$ cat src/rtl/fp_pkg.sv
// rtl/fp_pkg.sv - shared constants and types for the float-to-word converter
package fp_pkg;
   localparam int LOG_W  = 5;
   localparam int EXP_W  = 8;
   localparam int MANT_W = 23;

   localparam int unsigned EXP_BIAS     = 127;
   localparam int unsigned EXP_SHIFT0   = 150;
   localparam int unsigned EXP_MAX_NORM = 157;
   localparam int unsigned EXP_OVF      = 158;
   localparam int unsigned EXP_SPECIAL  = 255;

   typedef enum logic [1:0] {S_IDLE, S_SHIFT, S_DONE} state_t;

   typedef enum logic [2:0] {CLS_NORMAL, CLS_NAN, CLS_INF, CLS_SMALL, CLS_OVF} cls_t;
endpackage

$ cat src/rtl/fp_unpack.sv
// rtl/fp_unpack.sv - splits a single-precision operand and classifies it
module fp_unpack
   import fp_pkg::*;
#(
   parameter int LOGWIDTH  = LOG_W,
   parameter int EXPWIDTH  = EXP_W,
   parameter int MANTWIDTH = MANT_W
) (
   input  logic [EXPWIDTH+MANTWIDTH:0] a,
   output logic                        sign,
   output logic [MANTWIDTH:0]          mant_h,
   output cls_t                        cls,
   output logic [LOGWIDTH-1:0]         shamt,
   output logic                        shl,
   output logic                        exact_min
);

   logic [EXPWIDTH-1:0]  exp_f;
   logic [MANTWIDTH-1:0] mant_f;
   int unsigned          e_i;

   assign sign   = a[EXPWIDTH+MANTWIDTH];
   assign exp_f  = a[MANTWIDTH +: EXPWIDTH];
   assign mant_f = a[MANTWIDTH-1:0];
   assign mant_h = {1'b1, mant_f};

   // Classify by exponent and derive the shift that aligns the binary point with bit 0
   always_comb begin
      e_i       = 32'(exp_f);
      cls       = CLS_NORMAL;
      shamt     = '0;
      shl       = 1'b0;
      exact_min = 1'b0;
      if (e_i == EXP_SPECIAL) begin
         cls = (mant_f != '0) ? CLS_NAN : CLS_INF;
      end else if (e_i < EXP_BIAS) begin
         cls = CLS_SMALL;
      end else if (e_i > EXP_MAX_NORM) begin
         cls       = CLS_OVF;
         exact_min = sign && (e_i == EXP_OVF) && (mant_f == '0);
      end else if (e_i >= EXP_SHIFT0) begin
         shl   = 1'b1;
         shamt = LOGWIDTH'(e_i - EXP_SHIFT0);
      end else begin
         shamt = LOGWIDTH'(EXP_SHIFT0 - e_i);
      end
   end

endmodule

$ cat src/rtl/fp_cvt_seq.sv
// rtl/fp_cvt_seq.sv - sequential float-to-word conversion, one bit shift per cycle
module fp_cvt_seq
   import fp_pkg::*;
#(
   parameter int LOGWIDTH  = LOG_W,
   parameter int EXPWIDTH  = EXP_W,
   parameter int MANTWIDTH = MANT_W
) (
   input  logic                        clk,
   input  logic                        reset,
   input  logic [EXPWIDTH+MANTWIDTH:0] diA,
   input  logic                        ciValid,
   output logic                        coReady,
   output logic [2**LOGWIDTH-1:0]      doY,
   output logic                        doNAN,
   output logic                        doINF,
   output logic                        doValid,
   input  logic                        ciReady
);

   localparam int WIDTH = 2**LOGWIDTH;
   localparam logic [WIDTH-1:0] INT_MAX = {1'b0, {(WIDTH-1){1'b1}}};
   localparam logic [WIDTH-1:0] INT_MIN = {1'b1, {(WIDTH-1){1'b0}}};

   state_t               state, state_n;
   logic [LOGWIDTH-1:0]  n;
   logic                 shl;
   logic [WIDTH-1:0]     mag;
   logic                 sign;
   logic                 forced;
   logic [WIDTH-1:0]     f_y;
   logic                 f_nan, f_inf;

   logic                 u_sign, u_shl, u_exact_min;
   logic [MANTWIDTH:0]   u_mant;
   cls_t                 u_cls;
   logic [LOGWIDTH-1:0]  u_shamt;

   logic                 acc_forced;
   logic [WIDTH-1:0]     acc_y;
   logic                 acc_nan, acc_inf;

   fp_unpack #(
      .LOGWIDTH  (LOGWIDTH),
      .EXPWIDTH  (EXPWIDTH),
      .MANTWIDTH (MANTWIDTH)
   ) u_unpack (
      .a         (diA),
      .sign      (u_sign),
      .mant_h    (u_mant),
      .cls       (u_cls),
      .shamt     (u_shamt),
      .shl       (u_shl),
      .exact_min (u_exact_min)
   );

   // Forced result for operands whose answer does not come from the shifter
   always_comb begin
      acc_forced = 1'b1;
      acc_y      = '0;
      acc_nan    = 1'b0;
      acc_inf    = 1'b0;
      case (u_cls)
         CLS_NAN: begin
            acc_y   = INT_MAX;
            acc_nan = 1'b1;
         end
         CLS_INF: begin
            acc_y   = u_sign ? INT_MIN : INT_MAX;
            acc_inf = 1'b1;
         end
         CLS_OVF: begin
            acc_y   = u_sign ? INT_MIN : INT_MAX;
            acc_inf = !u_exact_min;
         end
         CLS_SMALL: acc_y = '0;
         default:   acc_forced = 1'b0;
      endcase
   end

   // State register
   always_ff @(posedge clk) begin
      if (!reset) state <= S_IDLE;
      else        state <= state_n;
   end

   // Next-state and handshake outputs
   always_comb begin
      state_n = state;
      coReady = 1'b0;
      doValid = 1'b0;
      case (state)
         S_IDLE: begin
            coReady = 1'b1;
            if (ciValid) state_n = S_SHIFT;
         end
         S_SHIFT: if (n == '0) state_n = S_DONE;
         S_DONE: begin
            doValid = 1'b1;
            if (ciReady) state_n = S_IDLE;
         end
         default: state_n = S_IDLE;
      endcase
   end

   // Operand capture, serial shifting and result register
   always_ff @(posedge clk) begin
      if (!reset) begin
         n      <= '0;
         shl    <= 1'b0;
         mag    <= '0;
         sign   <= 1'b0;
         forced <= 1'b0;
         f_y    <= '0;
         f_nan  <= 1'b0;
         f_inf  <= 1'b0;
         doY    <= '0;
         doNAN  <= 1'b0;
         doINF  <= 1'b0;
      end else begin
         case (state)
            S_IDLE: if (ciValid) begin
               sign   <= u_sign;
               mag    <= WIDTH'(u_mant);
               n      <= acc_forced ? '0 : u_shamt;
               shl    <= u_shl;
               forced <= acc_forced;
               f_y    <= acc_y;
               f_nan  <= acc_nan;
               f_inf  <= acc_inf;
            end
            S_SHIFT: begin
               if (n != '0) begin
                  mag <= shl ? (mag << 1) : (mag >> 1);
                  n   <= n - LOGWIDTH'(1);
               end else begin
                  doY   <= forced ? f_y : (sign ? ('0 - mag) : mag);
                  doNAN <= f_nan;
                  doINF <= f_inf;
               end
            end
            default: ;
         endcase
      end
   end

endmodule

$ cat config.mk
export PLATFORM = sky130hd
export DESIGN_NAME = fp_cvt_seq
export DESIGN_NICKNAME = d
export VERILOG_FILES = /design/src/rtl/fp_pkg.sv /design/src/rtl/fp_unpack.sv /design/src/rtl/fp_cvt_seq.sv
export SDC_FILE = /design/constraint.sdc
export NUM_CORES = 1
export LEC_CHECK = 0
export CORE_MARGIN = 4
export CORE_UTILIZATION = 30
export CTS_CLUSTER_DIAMETER = 200
export CTS_CLUSTER_SIZE = 16
export DETAILED_ROUTE_END_ITERATION = 10
export SYNTH_ARGS = -nofsm -noshare
export SYNTH_HDL_FRONTEND = slang
export SYNTH_HIERARCHICAL = 1
export SYNTH_SLANG_ARGS = --single-unit
$ cat constraint.sdc
create_clock -name clk -period 2.4 [get_ports clk]
set_input_delay 0.48 -clock clk [delete_from_list [all_inputs] [get_ports clk]]
set_output_delay 0.48 -clock clk [all_outputs]
set_load 0.01 [all_outputs]
# == Yosys cells after proc, flatten, opt, wreduce, memory -nomap -nowiden ==
# Index checks and enable logic that the tools add are counted.
# word_totals
ff_bits,110
latch_bits,0
ram_bits,0
mem_bits_ro,0
out_inout_bits,36
word_cells,83
memories,0
# classes
addsub,4
mul,0
div_mod_pow,0
magnitude_cmp,3
n_eq_ne,12
shift,0
muxes,36
bitwise_logic,1
reduce_logical,15
# op_table
cell,count
$mux 32,6
$pmux 32 s2,2
$mux 5,7
$sub 1x32->32 const A,1
$logic_not 23->1,1
$reduce_bool 23->1,1
$eq 8x8->1 const B,2
$mux 1,11
$pmux 5 s2,1
$mux 3,3
$ge 8x8->1 const B,1
$gt 8x8->1 const B,1
$lt 8x7->1 const B,1
$mux 2,4
$ne 2x2->1 const B,4
$eq 3x2->1 const B,2
$pmux 2 s3,1
$reduce_and 3->1,2
$logic_not 5->1,1
$reduce_bool 5->1,1
$sub 5x1->5 const B,1
$sub 5x5->5 const A,1
$sub 5x5->5 const B,1
$reduce_and 2->1,2
other kinds (12),13

# == Depth between registers and ports, before layout ==
# Gate-level depths: netlist (run 1).
# depth
ltp_word,10
ltp_mapped,10
ltp_nobuf,10

# == Hierarchy ==
# Netlist (run 1), hierarchy kept.
# modules_own_cells
mod,n_inst,cells_each,area_per_inst_um2,seq_area_each_um2
fp_cvt_seq,1,576,4474.3,1601.5
fp_unpack,1,82,594.3,0.0

# == Worst setup path before layout (run 1) ==
# OpenSTA, ideal clock, no wires.
# synth_timing
path_type,reg-to-reg
from,register mag[2]
to,register doY[31]
setup_ps,79
arrival_ps,2306
slack_ps,15
path_stages_with_launch,8
n_path_buf,2
synth_period_minus_slack_ps,2385
path_cell_list,dfxtp_1 -> buf_6 -> or4_1 -> or2_1 -> buf_6 -> or4_4 -> mux2_4 -> a211oi_2
# synth_via
elab_chain_cells,3
# synth_lines
element,line,text
from (decl),fp_cvt_seq.sv:28,logic [WIDTH-1:0] mag;
from (signal assigned),fp_cvt_seq.sv:124,mag <= WIDTH'(u_mant);
from (signal assigned),fp_cvt_seq.sv:134,mag <= shl ? (mag << 1) : (mag >> 1);
$sub 1x32->32,fp_cvt_seq.sv:137,doY <= forced ? f_y : (sign ? ('0 - mag) : mag);
$mux 32 (2 in series),fp_cvt_seq.sv:137,
to (signal assigned),fp_cvt_seq.sv:137,
to (decl),fp_cvt_seq.sv:14,"output logic [2**LOGWIDTH-1:0] doY,"
# Every way passes these cells.
# A chain may end at the register's enable or synchronous reset.

# == Final worst setup path (run 1) ==
# Same ends and word-level chain as after synthesis.

==> impl_results.md, run 1 <==
* Status: completed
* Critical path peak fanout at 3
* Req. time, crit path at 2670 ps
* CTS tree: built
* Vias in the first global route at 4669
* Synth Register Bits at 80
* Tot Pwr at 5.03 mW
* Num CTS Buffers at 9
* Max Slew Vio Count at 0
* Syn_area_per_cell at 7.70 sq um
* Pin count of the biggest net entering global routing at 51
* Fmax at 427 MHz
* GRT Util Overall at 15.7%
* Synth Area in Simple Gates at 21.6%
* CTS H-tree lvls at 3
* Worst EP arrival at 2610 ps
* Synth Area in XOR/XNOR at 4.15%
* Period utilization at 97.5%
* Clock skew at 12.1 ps
* Final min period at 2340 ps
* Die H at 138 um
* Maxcap violations at 0
* Setup-failing EPs final at 0
* Number of antenna diodes at 0
* Final hold vios at 0
* Slew HR at 38.0%
* Postcts setup bufs at 0
* Clk sinks at 80
* Final WL at 14700 um
* First-pass GRT wire length at 24100 um
* Portion of netlist area occupied by mux cells at 8.49%
* Initial antenna violation count at 0
* Residual DRC at 0
* Starting density of the core at 30.6%
* Ratio of cells with drive above 1 in the final layout at 19.7%
* Post-Synth Adder-Cell Area at 1.97%
* Largest cells by area after synthesis: dfxtp_1 (32%), nor2_1 (7.8%), mux2i_1 (7.3%), a21oi_1 (5.6%), a211oi_1 (4.0%)
* Compound-Gate Fraction of Synth Area at 23.1%
* Via count at 4981
* Commonest non-fill, non-tap cells in the layout: nor2_1 (103), buf_4 (96), dfxtp_1 (80)
* Total gr overflow at 0
* WS Path Type: reg2reg
* Core ar. at 16600 sq um
* Top cell type by total area after synthesis: dfxtp_1
* Design Area, Final at 6870 sq um
* Synth async-reset ratio at 0%
* IO buf count at 71
* Syn nets at 702
* GPL Wtd Cong at 0.793
* Largest family of logic cells by synthesized area: compound AO/OA/AOI/OAI gates
* Post-DR vias/cell at 5.07
* CP Capture Type: flip-flop
* Reg clk slew, reported paths at 70 ps
* Clock Tree Buf Depth at 2
* PwrDens at 732 nW/um^2
* Synth Flop Type: dfxtp_1
* Post-route ant nets at 0
* Pleak at 2.48 nW
* # IOs at 72
* Clock Latency Late Sink at 340 ps
* P&R area growth vs syn at 35.5%
* Detail-routed net length per standard cell at 15.0 um
* Post-synthesis sequential area ratio at 31.6%
* Peak VDD IR at 347 uV
* Worst hold path type: reg2reg
* Yosys warning total at 6
* Synth Instances at 658
* Initial DRT Pass Iterations at 8
* Die width at 138 um
* Iter 0 DRT Violations at 362
* Post-Syn Area at 5070 sq um
* Most common cell after layout, fill and taps aside: nor2_1
* Fillers at 1750
* Cell variety after synth at 62
* Area after DPL at 6420 sq um
* Finished Core Util at 41.4%
* CTS Root Buffer Type: clkbuf_16
* Unrepaired setup endpoints after global routing: false
* PostCTS Resize Cnt at 0
* Final-stage net count at 802
* Die ar. at 19000 sq um
* EDFF count, synth at 0
* Cell Rows at 47
* Slew @ Worst Pin at 929 ps
* Post-CTS Hold Buffers at 0
* Detailed placement HPWL at 11000 um
* Startpoint types: flip-flop
* Synth top area share at 31.6%
Yosys cell counts (11+ instances only):
master	number
mux2i_1	37
nor3_1	21
buf_4	25
clkbuf_1	49
nand2_1	44
xnor2_1	16
nor2_1	105
o211ai_1	11
o31ai_1	11
a211oi_1	27
dfxtp_1	80
o21ai_1	20
a21oi_1	57
through the flow:
step,setup TNS (ps),setup WS [ps],instances,hold slack (ps)
3_5_place_dp,-2250,-311,967,444
6_report,0,60.5,983,446
5_1_grt,0,0.0155,983,478
3_3_place_gp,-2040,-277,967,437
4_1_cts,0,54.2,983,452
2_1_floorplan,0,14.9,658,432
registers in the layout (all words and copies together), names as in the netlist:
name,flops
f_inf,1
doNAN,1
n,5
shl,1
doINF,1
state,2
doY,32
f_nan,1
f_y,2
forced,1
mag,32
sign,1
final cells by class:
| cell class | count | area, sq um | area share (%) |
|---|---|---|---|
| flip-flops and latches | 80 | 1600 | 23.3 |
| clock inverters | 6 | 115 | 1.68 |
| well taps | 220 | 275 | 4.01 |
| clock buffers | 10 | 239 | 3.48 |
| repair buffers | 169 | 1470 | 21.5 |
| inverters | 11 | 41.3 | 0.601 |
| multi-input cells | 487 | 3120 | 45.5 |
critical path: stages (launching register included):
cell and delay, ps:
dfxtp_1 300, or4_1 610, or2_1 300, or4_4 550, mux2_4 320, a211oi_2 200
cell families (layout without fill, tap and decap cells):
group | after synthesis | in the layout
and+or+nand+nor | 234 | 234
adders and majority gates | 8 | 8
DFF | 80 | 80
other | 1 | 1
buffers and inverters | 91 | 196
muxes | 42 | 42
AOI/OAI and AO/OA | 178 | 178
xor gates and xnor gates | 24 | 24
where the power goes:
group | switching (mW) | internal, mW
logic | 0.952 | 0.824
registers | 0.129 | 1.48
clock network | 0.596 | 1.05
total | 1.68 | 3.35
final timing paths:
kind           start  endpoint  slack [ps]  cells after the start
max           mag[2]   doY[31]          60                      5
min          doY[12]   doY[12]         450                      2
max reg2reg   mag[2]   doY[31]          60                      5
min reg2reg  doY[12]   doY[12]         450                      2
routing by layer:
layer	wire, um	GRT usage [%]	vias to the layer above
met1	7400	23.3	2306
met4	136	3.73	0
met5	0	0	-
li1	-	-	2532
met2	6390	23.3	133
met3	800	2.79	10
(Power assumes the default switching activity.)
==> inputs of run 2 (changes only) <==
- CORE_MARGIN: 4 -> 5
- GPL_TIMING_DRIVEN: default -> 1
==> impl_results.md, run 2 (synthesis gave the netlist of run 1 again) <==
* Number of antenna diodes at 0
* Register area at 1600 sq um
* CTS H-tree lvls at 3
* Maxcap violations at 0
* Biggest regs: doY x32, mag x32, n x5
* Crit path buf inv count at 0
* Vias in the first global route at 4761
* Post-DR vias/cell at 5.13
* GPL Wtd Cong at 0.833
* Number of cells on the worst hold path at 2
* CTS Root Buffer Type: clkbuf_16
* Critical path's slowest cell: or4_4
* Clock Tree Buf Depth at 2
* Detailed placement HPWL at 11100 um
* Critical path depth in cells at 5
* Final-stage net count at 800
* Fillers at 1737
* IO buf count at 71
* Postcts setup bufs at 0
* Slew HR at 26.3%
* Core ar. at 16600 sq um
* Clk sinks at 80
* Residual DRC at 0
* CP Capture Type: flip-flop
* # IOs at 72
* Design Area, Final at 6790 sq um
* First-pass GRT wire length at 24500 um
* R2R cell count at 5
* Most common cell after layout, fill and taps aside: nor2_1
* Final hold vios at 0
* Status: completed
* Reg clk slew, reported paths at 70 ps
* Die width at 140 um
* Worst EP arrival at 2560 ps
* GRT Util Overall at 14.9%
* Area of the multi-input gates at 3100 sq um
* Finished Core Util at 40.9%
* Cell Chain, Critical Path: or4_4 -> or2_1 -> or4_4 -> mux2_4 -> a211oi_2
* Cell Rows at 47
* Initial DRT Pass Iterations at 5
* # placed instances at 965
* Worst hold path type: reg2reg
* Initial antenna violation count at 0
* Clock Latency Late Sink at 340 ps
* Total gr overflow at 0
* Tot Pwr at 4.82 mW
* Peak VDD IR at 339 uV
* P&R area growth vs syn at 33.9%
* Final std cells w/o fill at 981
* Area after DPL at 6410 sq um
* Iter 0 DRT Violations at 454
* Clock skew at 8.80 ps
* Final WL at 14800 um
* Crit-path most repeated cell: or4_4
* Die ar. at 19600 sq um
* Final min period at 2290 ps
* Startpoint types: flip-flop
* Req. time, crit path at 2670 ps
* CTS tree: built
* Slew @ Worst Pin at 1100 ps
* Setup-failing EPs final at 0
* Critical Path Max Stage Delay at 570 ps
* Num CTS Buffers at 9
* Max Slew Vio Count at 0
* Starting density of the core at 30.6%
* Critical path peak fanout at 3
* Pleak at 2.45 nW
* Post-route ant nets at 0
* Unrepaired setup endpoints after global routing: false
* Fmax at 437 MHz
* WS Path Type: reg2reg
* R2r setup slk at 110 ps
* Detail-routed net length per standard cell at 15.1 um
* Pin count of the biggest net entering global routing at 51
* Cell family with most CP delay: simple AND/OR/NAND/NOR gates
* Ratio of cells with drive above 1 in the final layout at 18.7%
* PwrDens at 711 nW/um^2
* Period utilization at 95.4%
* Via count at 5028
* Die H at 140 um
* Commonest non-fill, non-tap cells in the layout: nor2_1 (103), buf_4 (94), dfxtp_1 (80)
run 2: layer usage:
| layer | vias up | wire length (um) | global-route usage, % |
|---|---|---|---|
| met5 | - | 0 | 0 |
| met4 | 0 | 179 | 4.08 |
| li1 | 2534 | - | - |
| met1 | 2343 | 7480 | 22.1 |
| met2 | 137 | 6410 | 22.4 |
| met3 | 14 | 756 | 2.35 |
run 2: cell type report:
cell class | count | area share [%]
multi-input cells | 487 | 45.7
clock buffers | 9 | 3.32
flip-flops and latches | 80 | 23.6
inverters | 11 | 0.609
well taps | 220 | 4.06
repair buffers | 167 | 21.5
clock inverters | 7 | 1.18
run 2: power by group:
group / internal, mW / switching, mW
clock network: 0.817 / 0.608
registers: 1.48 / 0.137
logic: 0.828 / 0.956
run 2: per-stage QoR:
stage | setup TNS, ps | hold WS, ps | setup WS (ps)
4_1_cts | 0 | 451 | 26.2
2_1_floorplan | 0 | 432 | 14.9
5_1_grt | 0 | 471 | 4.19
3_5_place_dp | -2320 | 442 | -310
6_report | 0 | 444 | 110
3_3_place_gp | -2000 | 437 | -274
run 2: worst register-to-register path, delay by kind of cell, from the launching register on:
kind | cells | cell delay (ps)
DFF | 1 | 310
muxes | 1 | 320
and+or+nand+nor | 3 | 1400
AOI/OAI and AO/OA | 1 | 200
run 2: final timing paths:
check | to | start
setup reg to reg | doY[31] | mag[2]
setup / recovery | doY[31] | mag[2]
hold / removal | doY[12] | doY[12]
hold reg to reg | doY[12] | doY[12]
run 2: timing repair:
action | in CTS | in global routing
hold buffers | 0 | 0
resized for setup | 0 | 15
setup endpoints to repair | 0 | 21
